==> src/rtl/tick_seq_pkg.sv <==
// Shared types and constants for the tick sequencer: FSM state encoding and
// the width of the tick counter.
package tick_seq_pkg;

    localparam int unsigned TICK_W = 8;

    typedef enum logic [1:0] {
        IDLE = 2'b00,
        RUN  = 2'b01,
        STEP = 2'b10,
        ZERO = 2'b11
    } state_t;

endpackage

==> src/rtl/tick_sequencer_debounce.sv <==
// Level debouncer: the filtered output follows the raw input only after the
// raw input has differed from it for 2^DB_W consecutive cycles.
module debounce #(
    parameter int unsigned DB_W = 16
) (
    input  logic clock,
    input  logic clear_n,
    input  logic raw,
    output logic filt
);

    logic [DB_W-1:0] cnt_q, cnt_d;
    logic            filt_q, filt_d;

    always_comb begin
        filt_d = filt_q;
        cnt_d  = '0;
        if (raw != filt_q) begin
            // Counter saturating at all-ones marks the 2^DB_W-th differing sample.
            if (cnt_q == '1) begin
                filt_d = raw;
            end else begin
                cnt_d = cnt_q + 1'b1;
            end
        end
    end

    always_ff @(posedge clock) begin
        if (!clear_n) begin
            cnt_q  <= '0;
            filt_q <= 1'b0;
        end else begin
            cnt_q  <= cnt_d;
            filt_q <= filt_d;
        end
    end

    assign filt = filt_q;

endmodule

==> src/rtl/tick_sequencer.sv <==
// Enable/clear sequencer for a toggle-flop counter chain: free-run divider,
// single step and chain clear. Define STEP_DEBOUNCE_EN to debounce step/zero.
module tick_sequencer
    import tick_seq_pkg::*;
#(
    parameter int unsigned DIV_W     = 26,
    parameter int unsigned DIV_RESET = 49999999,
    parameter int unsigned DB_W      = 16
) (
    input  logic              clock,
    input  logic              clear_n,
    input  logic              run,
    input  logic              step,
    input  logic              zero,
    input  logic              div_load,
    input  logic [DIV_W-1:0]  div_value,
    output logic              enable,
    output logic              chain_clear,
    output logic [1:0]        state,
    output logic [TICK_W-1:0] tick_count
);

    logic step_f;
    logic zero_f;

`ifdef STEP_DEBOUNCE_EN
    debounce #(.DB_W(DB_W)) u_db_step (
        .clock   (clock),
        .clear_n (clear_n),
        .raw     (step),
        .filt    (step_f)
    );
    debounce #(.DB_W(DB_W)) u_db_zero (
        .clock   (clock),
        .clear_n (clear_n),
        .raw     (zero),
        .filt    (zero_f)
    );
`else
    assign step_f = step;
    assign zero_f = zero;
`endif

    state_t              state_q, state_d;
    logic [DIV_W-1:0]    cnt_q, cnt_d;
    logic [DIV_W-1:0]    div_reg_q, div_reg_d;
    logic                step_prev_q, step_prev_d;
    logic                zero_lock_q, zero_lock_d;
    logic [TICK_W-1:0]   tick_q, tick_d;
    logic                enable_c;
    logic                clear_c;
    logic                step_rise;
    logic                zero_req;

    assign step_rise = step_f && !step_prev_q;
    // zero_lock holds off re-entry to ZERO until zero has been seen low once.
    assign zero_req  = zero_f && !zero_lock_q;

    always_comb begin
        state_d     = state_q;
        cnt_d       = '0;
        div_reg_d   = div_reg_q;
        enable_c    = 1'b0;
        clear_c     = 1'b0;
        step_prev_d = step_f;
        zero_lock_d = (state_q == ZERO) ? zero_f : (zero_lock_q && zero_f);

        case (state_q)
            IDLE: begin
                if (zero_req)       state_d = ZERO;
                else if (run)       state_d = RUN;
                else if (step_rise) state_d = STEP;
            end
            RUN: begin
                if (zero_req) begin
                    state_d = ZERO;
                end else if (!run) begin
                    state_d = IDLE;
                end else if (cnt_q == div_reg_q) begin
                    enable_c = !div_load;
                end else begin
                    cnt_d = cnt_q + 1'b1;
                end
            end
            STEP: begin
                enable_c = 1'b1;
                state_d  = IDLE;
            end
            ZERO: begin
                clear_c = 1'b1;
                state_d = IDLE;
            end
            default: state_d = IDLE;
        endcase

        if (div_load) begin
            div_reg_d = div_value;
            cnt_d     = '0;
        end

        if (clear_c)       tick_d = '0;
        else if (enable_c) tick_d = tick_q + 1'b1;
        else               tick_d = tick_q;
    end

    always_ff @(posedge clock) begin
        if (!clear_n) begin
            state_q     <= IDLE;
            cnt_q       <= '0;
            div_reg_q   <= DIV_W'(DIV_RESET);
            step_prev_q <= 1'b0;
            zero_lock_q <= 1'b0;
            tick_q      <= '0;
        end else begin
            state_q     <= state_d;
            cnt_q       <= cnt_d;
            div_reg_q   <= div_reg_d;
            step_prev_q <= step_prev_d;
            zero_lock_q <= zero_lock_d;
            tick_q      <= tick_d;
        end
    end

    // Pulses are gated by clear_n so a reset edge never lets one escape.
    assign enable      = enable_c && clear_n;
    assign chain_clear = clear_c && clear_n;
    assign state       = state_q;
    assign tick_count  = tick_q;

endmodule
==> config.mk <==
export PLATFORM = sky130hd
export DESIGN_NAME = tick_sequencer
export DESIGN_NICKNAME = d
export VERILOG_FILES = /design/src/rtl/tick_seq_pkg.sv /design/src/rtl/tick_sequencer_debounce.sv /design/src/rtl/tick_sequencer.sv
export SDC_FILE = /design/constraint.sdc
export NUM_CORES = 1
export LEC_CHECK = 0
export CAP_MARGIN = 20
export CORE_UTILIZATION = 49
export DETAILED_ROUTE_END_ITERATION = 8
export PLACE_DENSITY = 0.83
export REMOVE_ABC_BUFFERS = 1
export SKIP_LAST_GASP = 1
export SYNTH_ARGS = -nofsm -noshare
export SYNTH_HDL_FRONTEND = slang
export SYNTH_SLANG_ARGS = --single-unit
==> constraint.sdc <==
create_clock -name clock -period 2.2 [get_ports clock]
set_clock_uncertainty 0.1 [all_clocks]
set_input_delay 0.44 -clock clock [delete_from_list [all_inputs] [get_ports clock]]
set_output_delay 0.44 -clock clock [all_outputs]
set_load 0.02 [all_outputs]
### Word level (Yosys, flattened, before mapping)

Index checks and enable logic that the tools add are counted.

* register bits: 64
* word-level logic and storage cells: 42

* $add $sub $neg: 2
* equal/unequal tests: 6
* multiplexer cells: 12
* bitwise gates (word level): 3
* reduce and logical (&&, ||, !) cells: 13

Operators by type and width (count)
* adder 26 x 1 -> 26 bit, second input constant: 1
* equality test 26 bit: 1
* two-way mux 2 bit: 5
* adder 8 x 1 -> 8 bit, second input constant: 1
* one-hot mux 2 bit (3 select lines): 1
* OR reduction 6 bit: 1
* logical AND 1 bit: 5
* two-way mux 1 bit: 5
* equality test 2 bit, second input constant: 2
* inequality test 4 bit, second input constant: 1
* OR reduction 2 bit: 2
* zero test 1 bit: 3
* inequality test 3 bit, second input constant: 1
* inverter 1 bit: 3
* equality test 2 x 1 -> 1 bit, second input constant: 1
* zero test 2 bit: 1
* one-hot mux 1 bit (2 select lines): 1
* AND reduction 2 bit: 1

### Logic depth before layout (Yosys ltp)

Gate-level depths: netlist (run 1).

* word-level depth: 6
* gate-level depth with buffers: 9

### Least setup slack after synthesis (run 1)

OpenSTA, ideal clock, no wires.

* kind: reg-to-output
* from: reg state_q[0], in the netlist state[0]
* to: out enable
* data arrival time: 1.595 ns
* data required time: 1.660 ns
* slack: 0.065 ns
* cell stages (with the launch flop): 7
* cells stage by stage: dfxtp_1 -> ha_1 -> nand2_1 -> nor3_1 -> and3_1 -> a32oi_2 -> nor2_1

* cells in the longest elaborated chain, start to end: 3
* elaborated cells between the ends (all ways): 4

RTL lines
* start, declared: RTL line tick_sequencer.sv:44 `state_t state_q, state_d;`
* start signal, assigned: RTL line tick_sequencer.sv:115 `state_q <= state_d;`
* equality test 2 bit / equality test 2 x 1 -> 1 bit (equally long branches): RTL line tick_sequencer.sv:68 `case (state_q)`
* one-hot mux 1 bit (2 select lines) (*): RTL line tick_sequencer.sv:68
* logical AND 1 bit (*): RTL line tick_sequencer.sv:125 `assign enable = enable_c && clear_n;`
* end, declared: RTL line tick_sequencer.sv:17 `output logic enable,`

Every way passes the cells marked *; elsewhere a longest branch is shown, timed or not.

### Worst setup path in the final report (run 1)

* from: reg div_reg_q[3]
* to: out enable

* cells in the longest elaborated chain, start to end: 6

RTL lines
* start, declared: RTL line tick_sequencer.sv:46 `logic [DIV_W-1:0] div_reg_q, div_reg_d;`
* start signal, assigned: RTL line tick_sequencer.sv:110 `div_reg_q <= DIV_W'(DIV_RESET);`
* start signal, assigned: RTL line tick_sequencer.sv:117 `div_reg_q <= div_reg_d;`
* equality test 26 bit: RTL line tick_sequencer.sv:79 `end else if (cnt_q == div_reg_q) begin`
* two-way mux 1 bit: RTL line tick_sequencer.sv:79
* two-way mux 1 bit: RTL line tick_sequencer.sv:77 `end else if (!run) begin`
* two-way mux 1 bit: RTL line tick_sequencer.sv:75 `if (zero_req) begin`
* one-hot mux 1 bit (2 select lines): RTL line tick_sequencer.sv:68
* logical AND 1 bit: RTL line tick_sequencer.sv:125

No other way between the ends.

==> flow_summary.yaml, run 1 <==
status:
  status: "finished with violations"
  violations: "setup timing"
finish:
  final_cells: 499
  seq_area_sq_mm: 0.00128
  drive_gt1_share_pct: 21.7
  syn_to_final_growth_pct: 37.2
  n_fill_cell: 430
  multi_input_area_sq_mm: 0.00170
  final_core_util_pct: 69.8
  design_area_sq_mm: 0.00416
  nNetsFinal: 459
  diodes: 0
worst_setup_path:
  path_max_fanout: 2
  critical_path_arrival_ns: 1.99
  cpMostUsedCell: "buf_4"
  worstReg2RegEnd: "tick_count[3]"
  startpoint_type: "flip-flop"
  crit_type: "reg2out"
  critical_path.cell_chain: "xor2_2, nor4_4, buf_4, and3_4, a32oi_2, nor2_1, buf_4"
  timing.rr.start: "div_reg_q[3]"
  rrSetupSlack_ns: -0.09
  critPathRequiredTime_ns: 1.66
  cpPeakStageDelay_ns: 0.35
  cp_slowest_cell: "nor4_4"
  ff2ff_path_depth: 8
  worst_setup_path_end_kind: "output port"
detailed_routing:
  drc_errors: 0
  drt-pass1-iter-count: 4
  routed_via_density: 5.20
  vias: 2596
  wl_per_cell_microns: 14.1
  routed_wl_microns: 7010
  postRouteAntennaNets: 0
  dr.first_iter.drc_count: 101
global_routing:
  overflow: 0
  antenna_found_initial: 0
  grt_max_degree: 27
  grt_pass1_wl_microns: 11400
  first_global_vias: 2582
  track_usage_pct: 23.3
logic_synthesis:
  synthFlopType: "dfxtp_1"
  synthCells: 324
  synthTopCellsByCount: "dfxtp_1 (64), nor2_1 (46), nand2_1 (43), mux2i_1 (29), xnor2_1 (29)"
  avgSynthCellArea_sq_um: 9.35
  synth-seq-cells: 64
  synth-compound-area-share_pct: 3.59
  yosys.area.top_type_share_pct: 42.3
  ys_types: 40
  synth_fa_ha_area_share_pct: 2.89
  yosysTopAreaCell: "dfxtp_1"
  synth-edff-count: 0
  syn_area_sq_mm: 0.00303
  synth_top_family_by_area: "simple AND/OR/NAND/NOR gates"
  synth_seq_area_share_pct: 42.3
  synthXorXnorAreaFrac_pct: 16.5
  synth_warnings: 0
  yosys.cell_count.top_type: "dfxtp_1"
  synthMuxAreaShare_pct: 9.58
  yosys-top-cells-area: "dfxtp_1 (42%), mux2i_1 (9.6%), xnor2_1 (8.4%)"
  async_flop_share_pct: 0
  synth-simple-area-share_pct: 22.6
clock_network:
  cts_tree: "done"
  cts_max_path_buffers: 2
  cts-root-buf: "clkbuf_8"
  cts_sinks: 64
  cts_buffers: 9
  cts.hold.buffers_added: 0
  cts_htree_levels: 3
  cts.reportedPaths.clkPinSlew_ns: 0.07
  worstSkewPairLatency_ns: 0.35
floorplanning:
  io_pins: 44
  dieArea_sq_mm: 0.00650
  fp.dieW_microns: 80.6
  num_rows: 28
  die_h_microns: 80.6
  core_area_sq_mm: 0.00596
  start_util_pct: 50.9
sta:
  setup_viol: 2
  maxSlewHeadroom_pct: 64.2
  period_needed_ns: 2.53
  timing.fmax_mhz: 396
  finalSetupTns_ns: -0.421
  rsz0062_at_grt: "true"
  fin_ws_ns: -0.327
  slew_viol_final: 0
  worst_pin_slew_ns: 0.533
  fin_crit_sh_pct: 115
  hold_violations: 0
power:
  vdd_drop_max_mv: 0.396
  powerDensity_mw_per_mm2: 641
  static-leakage-power_nw: 1.71
placed_design:
  dpl-instance-area_sq_mm: 0.00390
  dp_cells: 482
  hpwl_microns: 4780
  portBuffers: 43
  place_congestion: 0.814
hold_path:
  min_path_cells: 2
  hold_end: "tick_count[4]"
  hold_start: "tick_count[4]"
  hold_class: "reg2reg"
job:
  cap_violations: 0
layout make-up:
type	count	area share (%)
Clock buffer	12	3.97
Clock inverter	3	0.963
Inverter	6	0.542
Multi-Input combinational cell	242	41.0
Sequential cell	64	30.9
Tap cell	75	2.26
Timing Repair Buffer	97	20.3
per-layer routing:
layer / up-vias / track usage (%) / share of wire [%]
met4: 0 / 13.2 / 3.5
li1: 1279 / - / -
met3: 19 / 5.00 / 3.9
met1: 1245 / 26.4 / 42
met2: 53 / 40.1 / 50
met5: - / 0 / 0
cells in the final DEF (no fill, tap or decap), types with 2 or more instances in the layout:
| cell type | count |
|---|---|
| buf_4 | 54 |
| nand4_1 | 12 |
| or4_1 | 2 |
| a31oi_1 | 2 |
| ha_1 | 7 |
| xor2_2 | 2 |
| mux2i_1 | 29 |
| nor2_2 | 3 |
| xnor2_4 | 2 |
| xnor2_1 | 29 |
| clkbuf_8 | 12 |
| dfxtp_2 | 3 |
| a21oi_1 | 2 |
| and4_1 | 2 |
| nand2_1 | 43 |
| xnor2_2 | 2 |
| nor2b_1 | 3 |
| clkinv_2 | 2 |
| nor3_1 | 2 |
| o21ai_0 | 4 |
| inv_1 | 6 |
| clkdlybuf4s50_1 | 41 |
| nor2_1 | 46 |
| and3_1 | 5 |
| nor4_4 | 2 |
| xor2_1 | 16 |
| or2_2 | 2 |
| nand3_1 | 9 |
| and2_1 | 3 |
| dfxtp_1 | 61 |
report_power, final:
| part | internal [mW] | switching (mW) | leakage (nW) | total, mW |
|---|---|---|---|---|
| clock | 0.606 | 0.448 | 0.108 | 1.05 |
| sequential | 1.20 | 0.0312 | 0.522 | 1.23 |
| combinational | 0.210 | 0.170 | 1.08 | 0.380 |
worst max-delay path, delay by kind of cell, from the launching register on:
| kind | cells | cell delay [ns] |
|---|---|---|
| simple gates | 3 | 0.66 |
| flops | 1 | 0.34 |
| buf+inv | 2 | 0.32 |
| xor+xnor | 1 | 0.20 |
| compound gates | 1 | 0.12 |
metrics by stage:
stage	setup WS, ns	power, mW	hold WS [ns]
4_1_cts	-0.323	2.67	0.397
3_5_place_dp	-0.649	1.62	0.382
3_3_place_gp	-0.591	1.60	0.368
5_1_grt	-0.409	2.75	0.422
6_report	-0.327	2.66	0.396
2_1_floorplan	0.0656	1.42	0.349
cell families after synthesis:
family,Yosys count
flops,64
compound gates,15
simple gates,140
xor+xnor,51
buf+inv,18
fa+ha+maj,7
mux,29
registers in the layout (all words and copies together) (netlist names):
signal / flops
div_reg_q: 26
state: 2
cnt_q: 26
tick_count: 8
step_prev_q: 1
zero_lock_q: 1
worst max-delay path by stage:
stage	from	endpoint	slack [ns]	cells past startpoint
CTS	cnt_q[20]	enable	-0.32	7
global route	div_reg_q[3]	enable	-0.41	7
detailed placement	zero	enable	-0.65	7
finish	div_reg_q[3]	enable	-0.33	7
global placement	zero	enable	-0.59	7
floorplan	state[0]	enable	0.07	6
repair_timing:
action                     in CTS  in global routing
resized for setup              12                  3
pin swaps                       7                  4
setup buffers                   1                  2
setup endpoints to repair      10                  4
No activity file was read; power rests on OpenSTA's default activity.
==> run 2: changes to the inputs <==
--- a/config.mk
+++ b/config.mk
@@ -5,10 +5,9 @@
 export SDC_FILE = /design/constraint.sdc
 export NUM_CORES = 1
 export LEC_CHECK = 0
-export CAP_MARGIN = 20
-export CORE_UTILIZATION = 49
+export CORE_UTILIZATION = 54
 export DETAILED_ROUTE_END_ITERATION = 8
-export PLACE_DENSITY = 0.83
+export PLACE_DENSITY = 0.86
 export REMOVE_ABC_BUFFERS = 1
 export SKIP_LAST_GASP = 1
 export SYNTH_ARGS = -nofsm -noshare
==> constraint.sdc (replaced) <==
create_clock -name clock -period 2.8 [get_ports clock]
set_clock_uncertainty 0.1 [all_clocks]
set_input_delay 0.56 -clock clock [delete_from_list [all_inputs] [get_ports clock]]
set_output_delay 0.56 -clock clock [all_outputs]
set_load 0.02 [all_outputs]
==> run 2 against run 1 <==
The run now ends clean. Register-to-register slack improved by 0.67 ns. Flip-flop and latch count unchanged. Combinational power decreased by 36%. Wire length decreased by 7.4%. Clock-buffer cell count increased by 1. Sequential power decreased by 21%. Largest cell class unchanged.
==> flow_summary.yaml, run 2 (same netlist as run 1, synthesis figures left out) <==
power:
  static-leakage-power_nw: 1.49
  vdd_drop_max_mv: 0.364
  powerDensity_mw_per_mm2: 510
  p_total_mw: 1.93
global_routing:
  track_usage_pct: 23.6
  grt_max_degree: 27
  grt_pass1_wl_microns: 10900
  first_global_vias: 2415
  antenna_found_initial: 0
  overflow: 0
job:
  cap_violations: 0
sta:
  period_needed_ns: 2.70
  rsz0062_at_grt: "false"
  fin_ws_ns: 0.104
  finalSetupTns_ns: 0
  hold_violations: 0
  slew_viol_final: 0
  fin_crit_sh_pct: 96.3
  timing.fmax_mhz: 371
  maxSlewHeadroom_pct: 61.2
  setup_viol: 0
  hold_ws_ns: 0.382
  worst_pin_slew_ns: 0.577
clock_network:
  worstSkewPairLatency_ns: 0.34
  cts_htree_levels: 3
  postCtsSetupRepairBufs: 0
  cts.reportedPaths.clkPinSlew_ns: 0.07
  cts_sinks: 64
  cts_buffers: 9
  cts-root-buf: "clkbuf_8"
  cts_max_path_buffers: 2
  cts_tree: "done"
  cts.hold.buffers_added: 0
placed_design:
  place_congestion: 0.808
  hpwl_microns: 4530
  pre_cts_ws_ns: -0.370
  dpl-instance-area_sq_mm: 0.00360
  portBuffers: 43
  dp_cells: 440
detailed_routing:
  vias: 2428
  drc_errors: 0
  routed_via_density: 5.32
  postRouteAntennaNets: 0
  wl_per_cell_microns: 14.2
  drt-pass1-iter-count: 4
  routed_wl_microns: 6490
  dr.first_iter.drc_count: 99
finish:
  final_common_cell: "dfxtp_1"
  final_core_util_pct: 72.4
  final_cell_mix: "dfxtp_1 (63), nor2_1 (46), nand2_1 (43), clkdlybuf4s50_1 (42)"
  multi_input_area_sq_mm: 0.00168
  seq_area_sq_mm: 0.00128
  diodes: 0
  drive_gt1_share_pct: 12.7
  n_fill_cell: 397
  syn_to_final_growth_pct: 25.2
  final_cells: 456
  nNetsFinal: 420
  design_area_sq_mm: 0.00379
worst_setup_path:
  startpoint_type: "input pin"
  timing.rr.start: "cnt_q[0]"
  path_max_fanout: 2
  critPathRequiredTime_ns: 2.14
  rrSetupSlack_ns: 0.58
  worst_setup_path_end_kind: "output port"
  ff2ff_path_depth: 7
  crit_type: "in2out"
  worstReg2RegEnd: "tick_count[3]"
  critical_path_arrival_ns: 2.04
status:
  status: "complete, no violations"
hold_path:
  hold_end: "tick_count[7]"
  min_path_cells: 2
  hold_class: "reg2reg"
  hold_start: "tick_count[7]"
floorplanning:
  die_h_microns: 76.9
  dieArea_sq_mm: 0.00591
  io_pins: 44
  num_rows: 26
  fp.dieW_microns: 76.9
  start_util_pct: 57.8
  core_area_sq_mm: 0.00524
## run 2: power breakdown
group	switching [mW]	total, mW	internal (mW)
Clock	0.330	0.720	0.389
Combinational	0.114	0.245	0.131
Sequential	0.0268	0.969	0.942
Total	0.471	1.93	1.46
## run 2: worst max path at each step
stage | cells after the start | from | end
after floorplan | 6 | state[0] | enable
after global placement | 7 | zero | enable
after detailed placement | 7 | zero | enable
after CTS | 6 | div_reg_q[11] | enable
after global routing | 7 | zero | enable
final | 7 | zero | enable
## run 2: repair_timing
item	4_1_cts	5_1_grt
resized for setup	4	3
endpoints found under the setup margin	1	1
pin swaps	1	1
## run 2: critical path, stage by stage
cell	delay [ns]
clkdlybuf4s50_1	0.42
nor2b_2	0.17
nor3_2	0.18
and3_1	0.23
a32oi_2	0.13
nor2_1	0.15
buf_2	0.19
## run 2: area by class of cell
class / instances / area share [%]
clock buffer: 13 / 4.46
clock inverter: 3 / 0.396
inverter: 6 / 0.594
multi-input combinational: 242 / 44.2
sequential: 64 / 33.8
tap: 70 / 2.31
timing repair buffer: 58 / 14.2
## run 2: routing by layer
layer / GRT usage, % / up-vias / wire length (microns)
li1: - / 1201 / -
met1: 26.7 / 1161 / 2750
met2: 41.2 / 53 / 3350
met3: 6.43 / 13 / 282
met4: 10.2 / 0 / 117
met5: 0 / - / 0
==> run 3: changes to the inputs <==
--- a/config.mk
+++ b/config.mk
@@ -5,11 +5,13 @@
 export SDC_FILE = /design/constraint.sdc
 export NUM_CORES = 1
 export LEC_CHECK = 0
+export CAP_MARGIN = 20
 export CORE_UTILIZATION = 54
 export DETAILED_ROUTE_END_ITERATION = 8
 export PLACE_DENSITY = 0.86
 export REMOVE_ABC_BUFFERS = 1
 export SKIP_LAST_GASP = 1
+export SLEW_MARGIN = 5
 export SYNTH_ARGS = -nofsm -noshare
 export SYNTH_HDL_FRONTEND = slang
 export SYNTH_SLANG_ARGS = --single-unit
==> results of run 3 <==
No change in the layout: final DEF, timing and power equal those of run 2.
